===== src/rtl/div_pkg.sv =====
// Shared definitions for the non-restoring divider.
// Holds the FSM state type, the default operand width and the width of the
// iteration counter (wide enough to hold the value WIDTH).
package div_pkg;

    typedef enum logic [1:0] {
        IDLE = 2'd0,
        CALC = 2'd1,
        FIX  = 2'd2,
        DONE = 2'd3
    } state_t;

    localparam int DIV_WIDTH = 8;

    // Counter must reach WIDTH, hence clog2(WIDTH+1).
    function automatic int cnt_w(input int w);
        return $clog2(w + 1);
    endfunction

    localparam int CNT_W = cnt_w(DIV_WIDTH);

endpackage


===== src/rtl/addsub_prefix.sv =====
// Combinational N-bit add/subtract built on a Brent-Kung parallel-prefix
// carry network.
// Ports:
//   a, b : operands (N bits)
//   sub  : 1 -> a - b (b inverted, carry-in forced to 1); 0 -> a + b
//   sum  : result modulo 2**N
module addsub_prefix #(
    parameter int N = 9
) (
    input  logic [N-1:0] a,
    input  logic [N-1:0] b,
    input  logic         sub,
    output logic [N-1:0] sum
);

    localparam int LG = $clog2(N);

    logic [N-1:0] bx;
    logic [N-1:0] p;
    logic [N-1:0] g;
    logic [N-1:0] gg;
    logic [N-1:0] pp;

    always_comb begin
        bx = sub ? ~b : b;
        p  = a ^ bx;
        g  = a & bx;
        gg = g;
        pp = p;
        // Carry-in folded into bit 0's generate so the tree sees no cin.
        gg[0] = g[0] | (p[0] & sub);

        // Up-sweep: build group (g,p) at positions 2^k-1 spans.
        for (int d = 1; d < N; d = d * 2) begin
            for (int i = 2 * d - 1; i < N; i = i + 2 * d) begin
                gg[i] = gg[i] | (pp[i] & gg[i - d]);
                pp[i] = pp[i] & pp[i - d];
            end
        end

        // Down-sweep: fill in the remaining prefixes.
        for (int d = (1 << (LG - 1)); d >= 1; d = d / 2) begin
            for (int i = 3 * d - 1; i < N; i = i + 2 * d) begin
                gg[i] = gg[i] | (pp[i] & gg[i - d]);
                pp[i] = pp[i] & pp[i - d];
            end
        end

        // gg[i] is the carry out of bit i; carry into bit 0 is sub.
        sum = p ^ {gg[N-2:0], sub};
    end

endmodule


===== src/rtl/nonrestoring_divider_8bit.sv =====
// Sequential unsigned divider, non-restoring algorithm, one add/subtract per
// cycle. Latency from the start-accept edge to done is WIDTH+3 cycles.
// Ports:
//   clk, rst_n          : clock, asynchronous active-low reset
//   start               : request, sampled only in IDLE
//   dividend, divisor   : operands, captured on accept
//   busy                : state is not IDLE
//   done                : one-cycle pulse, results valid
//   quotient, remainder : results, held until the next accepted start
//   dbz                 : divide-by-zero flag
// Optional build macro DIV_ZERO_DETECT_EN: a zero divisor bypasses the
// iterations and finishes one cycle after accept with dbz=1. Without it,
// dbz is tied to 0 and a zero divisor runs the normal iterations.
module nonrestoring_divider_8bit
    import div_pkg::*;
#(
    parameter int WIDTH = DIV_WIDTH
) (
    input  logic             clk,
    input  logic             rst_n,
    input  logic             start,
    input  logic [WIDTH-1:0] dividend,
    input  logic [WIDTH-1:0] divisor,
    output logic             busy,
    output logic             done,
    output logic [WIDTH-1:0] quotient,
    output logic [WIDTH-1:0] remainder,
    output logic             dbz
);

    localparam int CW = cnt_w(WIDTH);

    state_t           state, nxt;
    logic [WIDTH:0]   r_q;       // signed partial remainder
    logic [WIDTH-1:0] q_q;       // dividend bits shifting out, quotient bits in
    logic [WIDTH:0]   d_q;       // zero-extended divisor
    logic [CW-1:0]    cnt;
    logic [WIDTH-1:0] quot_q;
    logic [WIDTH-1:0] rem_q;

    logic             last;
    logic [WIDTH:0]   add_a;
    logic             add_sub;
    logic [WIDTH:0]   sum;

    assign last = (cnt == CW'(WIDTH));

    // CALC feeds the shifted {R,Q}; FIX reuses the adder for the R+D fixup.
    assign add_a   = (state == CALC) ? {r_q[WIDTH-1:0], q_q[WIDTH-1]} : r_q;
    assign add_sub = (state == CALC) && !r_q[WIDTH];

    addsub_prefix #(.N(WIDTH + 1)) u_addsub (
        .a   (add_a),
        .b   (d_q),
        .sub (add_sub),
        .sum (sum)
    );

    always_comb begin
        nxt = state;
        case (state)
            IDLE: begin
                if (start) begin
`ifdef DIV_ZERO_DETECT_EN
                    nxt = (divisor == '0) ? DONE : CALC;
`else
                    nxt = CALC;
`endif
                end
            end
            CALC:    if (last) nxt = FIX;
            FIX:     nxt = DONE;
            DONE:    nxt = IDLE;
            default: nxt = IDLE;
        endcase
    end

    always_ff @(posedge clk or negedge rst_n) begin
        if (!rst_n) begin
            state  <= IDLE;
            r_q    <= '0;
            q_q    <= '0;
            d_q    <= '0;
            cnt    <= '0;
            quot_q <= '0;
            rem_q  <= '0;
        end else begin
            state <= nxt;
            case (state)
                IDLE: begin
                    if (start) begin
                        r_q <= '0;
                        q_q <= dividend;
                        d_q <= {1'b0, divisor};
                        cnt <= '0;
`ifdef DIV_ZERO_DETECT_EN
                        if (divisor == '0) begin
                            quot_q <= '1;
                            rem_q  <= dividend;
                        end
`endif
                    end
                end
                CALC: begin
                    // The cycle with cnt==WIDTH only moves on to FIX.
                    if (!last) begin
                        r_q <= sum;
                        q_q <= {q_q[WIDTH-2:0], ~sum[WIDTH]};
                        cnt <= cnt + 1'b1;
                    end
                end
                FIX: begin
                    if (r_q[WIDTH]) r_q <= sum;
                    quot_q <= q_q;
                    rem_q  <= r_q[WIDTH] ? sum[WIDTH-1:0] : r_q[WIDTH-1:0];
                end
                default: ;
            endcase
        end
    end

`ifdef DIV_ZERO_DETECT_EN
    logic dbz_q;
    always_ff @(posedge clk or negedge rst_n) begin
        if (!rst_n)                      dbz_q <= 1'b0;
        else if (state == IDLE && start) dbz_q <= (divisor == '0);
    end
    assign dbz = dbz_q;
`else
    assign dbz = 1'b0;
`endif

    assign busy      = (state != IDLE);
    assign done      = (state == DONE);
    assign quotient  = quot_q;
    assign remainder = rem_q;

endmodule


===== config.mk =====
export PLATFORM = sky130hd
export DESIGN_NAME = nonrestoring_divider_8bit
export DESIGN_NICKNAME = d
export VERILOG_FILES = /design/src/rtl/div_pkg.sv /design/src/rtl/addsub_prefix.sv /design/src/rtl/nonrestoring_divider_8bit.sv
export SDC_FILE = /design/constraint.sdc
export NUM_CORES = 1
export LEC_CHECK = 0
export CAP_MARGIN = 20
export CELL_PAD_IN_SITES_DETAIL_PLACEMENT = 1
export CELL_PAD_IN_SITES_GLOBAL_PLACEMENT = 2
export CORE_ASPECT_RATIO = 0.5
export CORE_MARGIN = 1
export CORE_UTILIZATION = 38
export CTS_CLUSTER_DIAMETER = 30
export DETAILED_ROUTE_END_ITERATION = 6
export GPL_TIMING_DRIVEN = 0
export HOLD_SLACK_MARGIN = 0.03
export PLACE_DENSITY = 0.93
export SLEW_MARGIN = 20
export SYNTH_ARGS = -nofsm -noshare
export SYNTH_HDL_FRONTEND = slang
export SYNTH_SLANG_ARGS = --single-unit

===== constraint.sdc =====
create_clock -name clk -period 5.19 [get_ports clk]
set_input_delay 1.2975 -clock clk [delete_from_list [all_inputs] [get_ports clk]]
set_output_delay 1.2975 -clock clk [all_outputs]
set_load 0.01 [all_outputs]

==> metrics <==
Slowest cell on crit path=sky130_fd_sc_hd__fa_1; critical path class=flop to flop; Placer Congestion=0.796; power density over the cells=695 nW/um2; Starting Density=39.8%; internal power=1.35 mW; largest stage delay on the critical path=460 ps; horizontal extent of the die=121 um; dpl cell area=3190 um2; Post-Layout Inst Area=3350 um2; Post-DRT Antenna Nets=0; number of antenna violations at the first check in global routing=0; Num CTS Buffers=5; portion of total power attributed to combinational logic=58.5%; H-tree depth reported by CTS=2; Design Power=2.33 mW; total instance count after detailed placement=379; most common library cell in the layout ignoring fill and taps=sky130_fd_sc_hd__dfrtp_1; cell area after synthesis=2700 um2; leakage power=1.49 nW; Yosys warnings=0; critical path startpoint category=flop; first-pass iteration count of the detailed router=4; vias after detailed routing=2,028; Net count, final=330; maximum fanout encountered on the critical timing path=10; share of total power in the clock network=14.6%; measured slew at the worst slew-check pin=655 ps; total of flip-flops plus latches after synthesis=47; first-pass GRT wire length=10.4 mm; hold crit path type=flop to flop; leftover overflow at the end of global routing=0; Cells on Worst Hold Path=1; worst hold start=remainder[7]$_DFFE_PN0P_; sum of buffers and inverters on the critical path=3; endpoint of the worst hold-timing path=remainder[7]$_DFFE_PN0P_; final-report setup violation count=0; Vert. Die Dim=61.6 um; dpl hpwl=4.58 mm; I/O pins=38; number of cells in the finished layout apart from fillers=387; Synth-to-Final Area Change=23.9%; Post-CTS Hold Buffers=0; sequential share of power=26.9%; count of flip-flops with a built-in enable after synthesis=0; worst-case vdd ir drop=0.000243 V; worst path required time=5360 ps; cells along the critical path=inv_1, ha_1, buf_2, buf_2, nand2_1, xor2_1, fa_1, nand3b_1, nand2_1, a31oi_1, fa_1, xor2_1, nor2_1, mux2_2; number of design rule violations left after detail routing=0; Switching Share=41.8%; setup repair after global routing missed its margin=no; slack of the worst reg-to-reg path=1440 ps; Final Cycle Share=72.3%; maximum count of clock buffers along a single path=2; vias per cell=5.24; simple-gate share of the synthesized area=8.89%; mean cell area of the mapped netlist=10.8 um2; CTS sink cnt=47; sequential-to-total area share from yosys stat=43.5%; most used cells in the layout excluding fill and tap cells=47 x sky130_fd_sc_hd__dfrtp_1, 35 x sky130_fd_sc_hd__clkdlybuf4s50_1, 34 x sky130_fd_sc_hd__mux2_2; Synth async-reset ratio=100%; Sequential cell area=1180 um2; n_diodes=0; worst path arrival time=3920 ps; combinational family with the most area after synthesis=multiplexers; floorplan die area=7470 um2; maximum number of pins on one net before global-route repair=27; fillers=767; most frequently used flop master after synthesis=sky130_fd_sc_hd__dfrtp_1; path depth of the worst reg2reg path=14; xor/xnor share of the synthesized area=4.54%; final period demand of the worst path=3750 ps; number of global-route vias before repair=2,059; CP endpoint kind=flop; startpoint of the lowest-slack register-to-register path=state[1]$_DFFE_PN0P_; switching component of the power=0.974 mW; Detailed Route Iter0 Violations=116; Compound-Gate Fraction of Synth Area=11.4%; TritonCTS clock tree=yes; Gates resized, CTS repair=0; Hold Slack=490 ps; Fmax achieved=266 MHz; setup TNS=0 ps; run status=finished, final reports clean; area of the core=6780 um2; source-to-sink clock delay at the later pin of the worst-skew pair=280 ps; fraction of the mapped netlist area in adder cells=8.99%; Reg-to-Reg End=r_q[7]$_DFFE_PN0P_; max-slew violation count=0; All-Layer GR Usage=18.3%; floorplan row count=21; final wirelength=6.45 mm; number of distinct standard cells referenced by the synthesized netlist=39; count of max-cap constraint violations=0; number of nets produced by synthesis=286; wire length per cell after detailed routing=16.7 um; total count of hold-check failures in the final report=0; # Post-CTS Setup Buffers=0; multiplexer area fraction after synthesis=18.2%; family with the most delay on the worst path=adder cells; Fin Clk Skew=2.31 ps; synthesized instance count=250; clock root buffer=sky130_fd_sc_hd__clkbuf_16; layout cells sized above 1=18.0%; number of input and output port buffers inserted=36; clock-pin transition on the worst setup and hold timing paths=60 ps; multi-input combinational cell area=1410 um2; worst max-slew margin expressed relative to the limit=56.3%
==> metal layers <==
metal | wire (um) | GRT usage [%] | vias up
met2 | 3170 | 32.7 | 40
met1 | 2960 | 23.1 | 1027
met4 | 97 | 5.47 | 0
li1 | - | - | 950
met5 | 0 | 0 | -
met3 | 231 | 3.52 | 11
==> logic make-up (layout without fill, tap and decap cells) <==
| family | Yosys count | count (layout) |
|---|---|---|
| adders and majority gates | 17 | 17 |
| buffers and inverters | 27 | 72 |
| xor gates and xnor gates | 14 | 14 |
| AOI/OAI and AO/OA | 48 | 48 |
| and+or+nand+nor | 51 | 51 |
| DFF | 47 | 47 |
| muxes | 45 | 45 |
| other | 1 | 1 |
==> power groups by stage <==
stage,logic [mW],clock network (mW),registers (mW)
after global routing,1.50,0.360,0.648
after floorplan,0.927,0,0.631
final,1.36,0.340,0.626
after detailed placement,1.35,0,0.634
after CTS,1.38,0.345,0.628
after global placement,1.27,0,0.621
==> flip-flops by register name, summed over array words and instances (netlist names) <==
| signal | cells |
|---|---|
| q_q | 8 |
| d_q | 8 |
| cnt | 4 |
| r_q | 9 |
| remainder | 8 |
| quotient | 8 |
| state | 2 |
==> stage by stage <==
step	utilization [%]	setup slack, ps
finish	49.4	1440
floorplan	-	2020
global placement	46.9	1450
global route	49.4	1210
detailed placement	47.1	1450
CTS	49.4	1370
==> worst max-delay path by stage <==
stage / slack, ps / cells after the start / startpoint / end
4_1_cts: 1370 / 14 / state[1]$_DFFE_PN0P_ / r_q[7]$_DFFE_PN0P_
3_5_place_dp: 1450 / 14 / state[1]$_DFFE_PN0P_ / r_q[7]$_DFFE_PN0P_
5_1_grt: 1210 / 14 / state[1]$_DFFE_PN0P_ / r_q[7]$_DFFE_PN0P_
3_3_place_gp: 1450 / 1 / rst_n / d_q[4]$_DFFE_PN0P_
2_1_floorplan: 2020 / 14 / state[1]$_DFFE_PN0P_ / r_q[7]$_DFFE_PN0P_
6_report: 1440 / 14 / state[1]$_DFFE_PN0P_ / r_q[7]$_DFFE_PN0P_
==> cells in the mapped netlist (3+ instances only) <==
master	count	area share, %
sky130_fd_sc_hd__nand3_1	3	0.56
sky130_fd_sc_hd__dfrtp_1	47	44
sky130_fd_sc_hd__nand3b_1	4	1.1
sky130_fd_sc_hd__nand2_1	19	2.6
sky130_fd_sc_hd__inv_1	14	1.9
sky130_fd_sc_hd__a22o_1	3	0.97
sky130_fd_sc_hd__mux2_2	34	14
sky130_fd_sc_hd__o211ai_1	3	0.83
sky130_fd_sc_hd__o21ai_0	15	2.8
sky130_fd_sc_hd__a21oi_1	13	2.4
sky130_fd_sc_hd__clkbuf_1	5	0.69
sky130_fd_sc_hd__ha_1	13	6.0
sky130_fd_sc_hd__buf_2	4	0.74
sky130_fd_sc_hd__fa_1	4	3.0
sky130_fd_sc_hd__xor2_1	5	1.6
sky130_fd_sc_hd__nor2_1	16	2.2
sky130_fd_sc_hd__mux2i_1	11	4.1
sky130_fd_sc_hd__xnor2_1	9	2.9
==> cell type report <==
cell class | count | share of cell area [%]
timing repair buffer | 37 | 11.2
sequential | 47 | 35.1
clock buffer | 8 | 4.67
multi-input combinational | 176 | 42.2
tap | 92 | 3.44
buffer | 12 | 1.72
inverter | 15 | 1.68
Note: power is estimated with default switching activity, not from simulation.
==> patch 1, RTL diff (same settings) <==
Add a define of `DIV_ZERO_DETECT_EN`.
--- a/src/rtl/nonrestoring_divider_8bit.sv
+++ b/src/rtl/nonrestoring_divider_8bit.sv
@@ -11,6 +11,8 @@
 // Optional build macro DIV_ZERO_DETECT_EN: a zero divisor bypasses the
 // iterations and finishes one cycle after accept with dbz=1. Without it,
 // dbz is tied to 0 and a zero divisor runs the normal iterations.
+`define DIV_ZERO_DETECT_EN
+
 module nonrestoring_divider_8bit
     import div_pkg::*;
 #(
Function: changed (a bounded check fails within 4 cycles, from zero or initial values and one cycle with rst_n low).
==> patch 1 against the unedited design <==
Die area grew 2.7%. Cell count up 9.0%. Sequential cell count up 1. Worst setup slack worse by 270 ps. Design area up 2.7%. Non-clock buffer count increased by 3. Critical path depth is 2 lower. Wire length rose by 15%. Total power rose by 4.8%. First-iteration DRC count decreased by 33%. Sequential share of layout area decreased by 0.18 points. Area after synthesis grew 2.7%. Global-route usage up 3.8 points. Critical path type unchanged.
==> patch 1: results (changes against the unedited design) <==
| Metric | Value |
|---|---|
| Clock transition at path regs | `70 ps` |
| Final hold vios | `0 (unchanged)` |
| Worst min path class | `flop to flop` |
| Final WL | `7440 um (+15%)` |
| Critical path peak fanout | `10 (unchanged)` |
| Clock Latency Late Sink | `300 ps (+20 ps)` |
| CTS Buffer Depth | `2 (unchanged)` |
| Vias in the first global route | `2496 (+21%)` |
| CTS H-tree depth | `2 (unchanged)` |
| Largest net degree at the start of global routing | `29 (+7.4%)` |
| Syn Nets | `319 (+12%)` |
| Post-synth top cells | `48 x dfrtp_1, 40 x nor2_1, 24 x inv_1` |
| DP Area | `3280 sq um (+2.9%)` |
| WL per Instance | `17.6 um (+5.7%)` |
| Post-synth top flop | `dfrtp_1` |
| Relative slew slack | `0.524 (-0.0396)` |
| Total gr overflow | `0 (unchanged)` |
| Filler cell count in the final layout | `780 (+1.7%)` |
| Ranking of synthesized cells by area | `dfrtp_1 43%, mux2_2 8.1%, ha_1 5.4%` |
| CP arrival | `4210 ps (+290 ps)` |
| DP Cell Count | `414 (+9.2%)` |
| Fin nets | `364 (+10%)` |
| Status | `finished, final reports clean` |
| GPL Wtd Cong | `0.762 (-4.3%)` |
| Buffers on Ports | `37 (+2.8%)` |
| Max Used Layer | `met4` |
| Met2 routed WL | `3590 um (+13%)` |
| Syn_area_per_cell | `9.77 sq um (-9.6%)` |
| Register with the most flip-flops | `r_q` |
| Metal3 WL | `223 um (-3.5%)` |
| Post-DP HPWL | `5570 um (+21%)` |
| Router iterations before antenna repair | `4 (unchanged)` |
| Register area share after synthesis | `0.433 (-0.00256)` |
| Synth cell types | `40 (+2.6%)` |
| Place WS | `1170 ps (-282 ps)` |
| Drt initial violations | `78 (-33%)` |
| Largest register FFs | `9 (unchanged)` |
| Yosys warning count | `0 (unchanged)` |
| Share of post-route cells with drive strength above 1 | `0.127 (-0.0524)` |
| Post_cts resized | `0 (unchanged)` |
| Gr usage total | `0.221 (+0.0385)` |
| Postcts setup bufs | `0 (unchanged)` |
| First-pass GRT wire length | `12600 um (+22%)` |
| Clock root buffer master | `clkbuf_16` |
| M1 WL | `3540 um (+20%)` |
| N_diodes | `0 (unchanged)` |
| Vias per cell | `5.21 (-0.61%)` |
| Layout Skew | `8.58 ps (+6.27 ps)` |
| Async set or reset register ratio after synthesis | `1.00 (unchanged)` |
| Total CTS buffers | `5 (unchanged)` |
| Int Pwr | `0.00135 W (-0.19%)` |
| Peak supply drop | `0.182 mV (-25%)` |
| P_leak | `1.47 nW (-1.1%)` |
[patch 1: cell types whose count changed in the layout (fill, tap and decap cells not counted), moves of 4 or more]
| cell | change |
|---|---|
| inv_1 | +10 |
| nor2_1 | +24 |
| a21oi_1 | +9 |
| mux2_2 | -14 |
| mux2i_1 | +4 |
| a31oi_1 | +7 |
[patch 1: worst max-delay path, stage by stage (launching register included)]
cell and delay (ps):
dfrtp_1 430, inv_1 100, ha_1 250, buf_2 270, buf_1 490, mux2i_1 200, fa_1 510, o21a_1 250
o21ai_0 260, fa_1 490, mux2i_1 260, a21oi_1 110, mux2_2 270
[patch 1: cell type report]
class | instances | share of cell area
well taps | 92 | 0.0335
multi-input cells | 198 | 0.414
clock inverters | 2 | 0.00437
inverters | 24 | 0.0262
plain buffers | 14 | 0.0178
clock buffers | 6 | 0.0404
repair buffers | 38 | 0.114
flip-flops and latches | 48 | 0.349
[patch 1: power groups by stage]
stage	clock (W)	sequential [W]	combinational, W
floorplan	0	0.000651	0.000976
global route	0.000368	0.000674	0.00161
CTS	0.000353	0.000653	0.00145
finish	0.000350	0.000653	0.00144
detailed placement	0	0.000661	0.00143
global placement	0	0.000648	0.00135
[patch 1: metrics by stage]
step,util,total power (W)
3_3_place_gp,0.475,0.00200
4_1_cts,0.501,0.00246
2_1_floorplan,-,0.00163
3_5_place_dp,0.479,0.00209
5_1_grt,0.501,0.00265
6_report,0.501,0.00244
[patch 1: logic make-up after synthesis]
family,after synthesis,synth area share
simple gates,71,0.112
buf+inv,38,0.0546
compound gates,61,0.135
mux,35,0.135
fa+ha+maj,16,0.0830
flops,48,0.433
xor+xnor,15,0.0473
[patch 1: routing by layer]
layer	vias to the layer above	global-route usage
met5	-	0
met4	0	0.0640
met3	8	0.0401
met2	32	0.371
met1	1093	0.291
li1	1065	-
[patch 1: final timing paths]
kind / endpoint / depth (start not counted) / start / slack (ps)
max in group asynchronous: r_q[0] / 2 / rst_n / 3580
worst min register to register: dbz / 2 / dbz / 510
worst min-delay path: dbz / 2 / dbz / 510
worst max register to register: remainder[6] / 12 / state[1] / 1170
worst max-delay path: remainder[6] / 12 / state[1] / 1170
min in group asynchronous: quotient[3] / 1 / rst_n / 1040
==> patch 2, RTL diff (same flow settings) <==
Made on the original files. Encoding of `state_t`: now one-hot (4 bits for 4 states).
--- a/src/rtl/div_pkg.sv
+++ b/src/rtl/div_pkg.sv
@@ -3,11 +3,11 @@
 // iteration counter (wide enough to hold the value WIDTH).
 package div_pkg;
 
-    typedef enum logic [1:0] {
-        IDLE = 2'd0,
-        CALC = 2'd1,
-        FIX  = 2'd2,
-        DONE = 2'd3
+    typedef enum logic [3:0] {
+        IDLE = 4'b0001,
+        CALC = 4'b0010,
+        FIX  = 4'b0100,
+        DONE = 4'b1000
     } state_t;
 
     localparam int DIV_WIDTH = 8;
Formal check against the unedited RTL: no difference found for any inputs over 10 cycles, from zero or initial values and one cycle with rst_n low; not proved beyond that.
==> patch 2 against the unedited design <==
Area after synthesis down 3.5%. Utilization up 2.0 points. Total power down 19%. Worst setup slack better by 6.2 ps. Clock power up 6.2%. Sequential power down 1%. Combinational power down 34%. Sequential cell count up 2. Wire length about the same. Design area down 2.8%.
==> patch 2: results (changes against the unedited design) <==
| Metric | Value |
|---|---|
| Status | `finished, final reports clean` |
| Vias in the first global route | `2160 (+4.9%)` |
| Syn Nets | `300 (+4.9%)` |
| P_leak | `1.51 nW (+1.8%)` |
| CP arrival | `3940 ps (+20 ps)` |
| Endpoint, Worst Hold | `remainder[7]` |
| Synth Area in Adders | `0.0691 (-0.0207)` |
| Synth cell types | `43 (+10%)` |
| Post-synth top cells | `73 x nand2_1, 48 x dfrtp_1, 29 x o21ai_0` |
| Largest net degree at the start of global routing | `28 (+3.7%)` |
| Ranking of synthesized cells by area | `dfrtp_1 46%, nand2_1 11%, o21ai_0 5.6%` |
| R2r endpoint | `remainder[7]` |
| Filler cell count in the final layout | `741 (-3.4%)` |
| GPL Wtd Cong | `0.773 (-2.9%)` |
| Post-DP HPWL | `4670 um (+1.9%)` |
| Peak supply drop | `0.203 mV (-17%)` |
| Via count | `2026 (-0.099%)` |
| Register area share after synthesis | `0.471 (+0.0356)` |
| Fin nets | `344 (+4.2%)` |
| Reg2Reg Launch Point | `state[2]` |
| Share of post-route cells with drive strength above 1 | `0.0987 (-0.0809)` |
| Mapped Cells | `269 (+7.6%)` |
| Layout Skew | `6.39 ps (+4.08 ps)` |
| Hold_sp | `remainder[7]` |
| Synth Area in Compound Gates | `0.0989 (-0.0155)` |
| Top delay family on crit path | `simple AND/OR/NAND/NOR gates` |
| Clock Latency Late Sink | `300 ps (+20 ps)` |
| CP startpoint | `state[2]` |
| Mux cell area share after synthesis | `0.0725 (-0.110)` |
| DP Cell Count | `394 (+4.0%)` |
| First-pass GRT wire length | `10800 um (+4.0%)` |
| WL per Instance | `16.1 um (-3.7%)` |
| Min-Delay Path Depth | `2 (+1)` |
| Gr usage total | `0.199 (+0.0166)` |
patch 2: changes by cell type after synthesis, sizes merged, moves of 3 or more:
| cell | change |
|---|---|
| mux2 | -27 |
| a21oi | -9 |
| ha | -5 |
| nand2 | +54 |
| xor2 | +3 |
| nor2 | -7 |
| nor4b | +3 |
| o21ai | +15 |
| or4b | +3 |
patch 2: logic make-up after synthesis:
family          Yosys count
fa+ha+maj                12
flops                    49
xor+xnor                 15
mux                      18
simple gates            101
compound gates           46
other cells               1
buf+inv                  27
patch 2: through the flow:
stage | power, W | hold slack [ps] | setup WS [ps]
5_1_grt | 0.00204 | 518 | 1310
2_1_floorplan | 0.00126 | 460 | 1990
3_3_place_gp | 0.00146 | 452 | 1390
6_report | 0.00188 | 470 | 1440
4_1_cts | 0.00190 | 475 | 1490
3_5_place_dp | 0.00152 | 461 | 1550
patch 2: worst max path at each step:
| stage | slack (ps) | depth (start not counted) | to |
|---|---|---|---|
| 2_1_floorplan | 1990 | 14 | remainder[7] |
| 3_3_place_gp | 1390 | 1 | d_q[2] |
| 3_5_place_dp | 1550 | 13 | remainder[6] |
| 4_1_cts | 1490 | 14 | remainder[7] |
| 5_1_grt | 1310 | 14 | remainder[7] |
| 6_report | 1440 | 14 | remainder[7] |
patch 2: report_power, final:
group          switching (W)  internal [W]  total (W)  leakage [nW]
registers           0.000113      0.000505   0.000618         0.643
clock network       0.000154      0.000207   0.000361        0.0805
logic               0.000513      0.000391   0.000904         0.788
total               0.000780       0.00110    0.00188          1.51
patch 2: final cells by class:
class,count,share of cell area
Timing Repair Buffer,37,0.115
Multi-Input combinational cell,193,0.385
Clock buffer,7,0.0469
Clock inverter,1,0.00269
Buffer,14,0.0235
Inverter,13,0.0150
Tap cell,88,0.0338
Sequential cell,49,0.377
patch 2: per-layer routing:
metal / vias up / wire length, um / GRT usage
li1: 976 / - / -
met1: 1010 / 2970 / 0.244
met2: 32 / 3200 / 0.365
met3: 8 / 218 / 0.0395
met4: 0 / 69 / 0.0651
met5: - / 0 / 0
patch 2: worst min-delay path, stage by stage, from the launching register on:
cell     delay [ps]
dfrtp_1         340
nand2_1          50
nand2_1          50
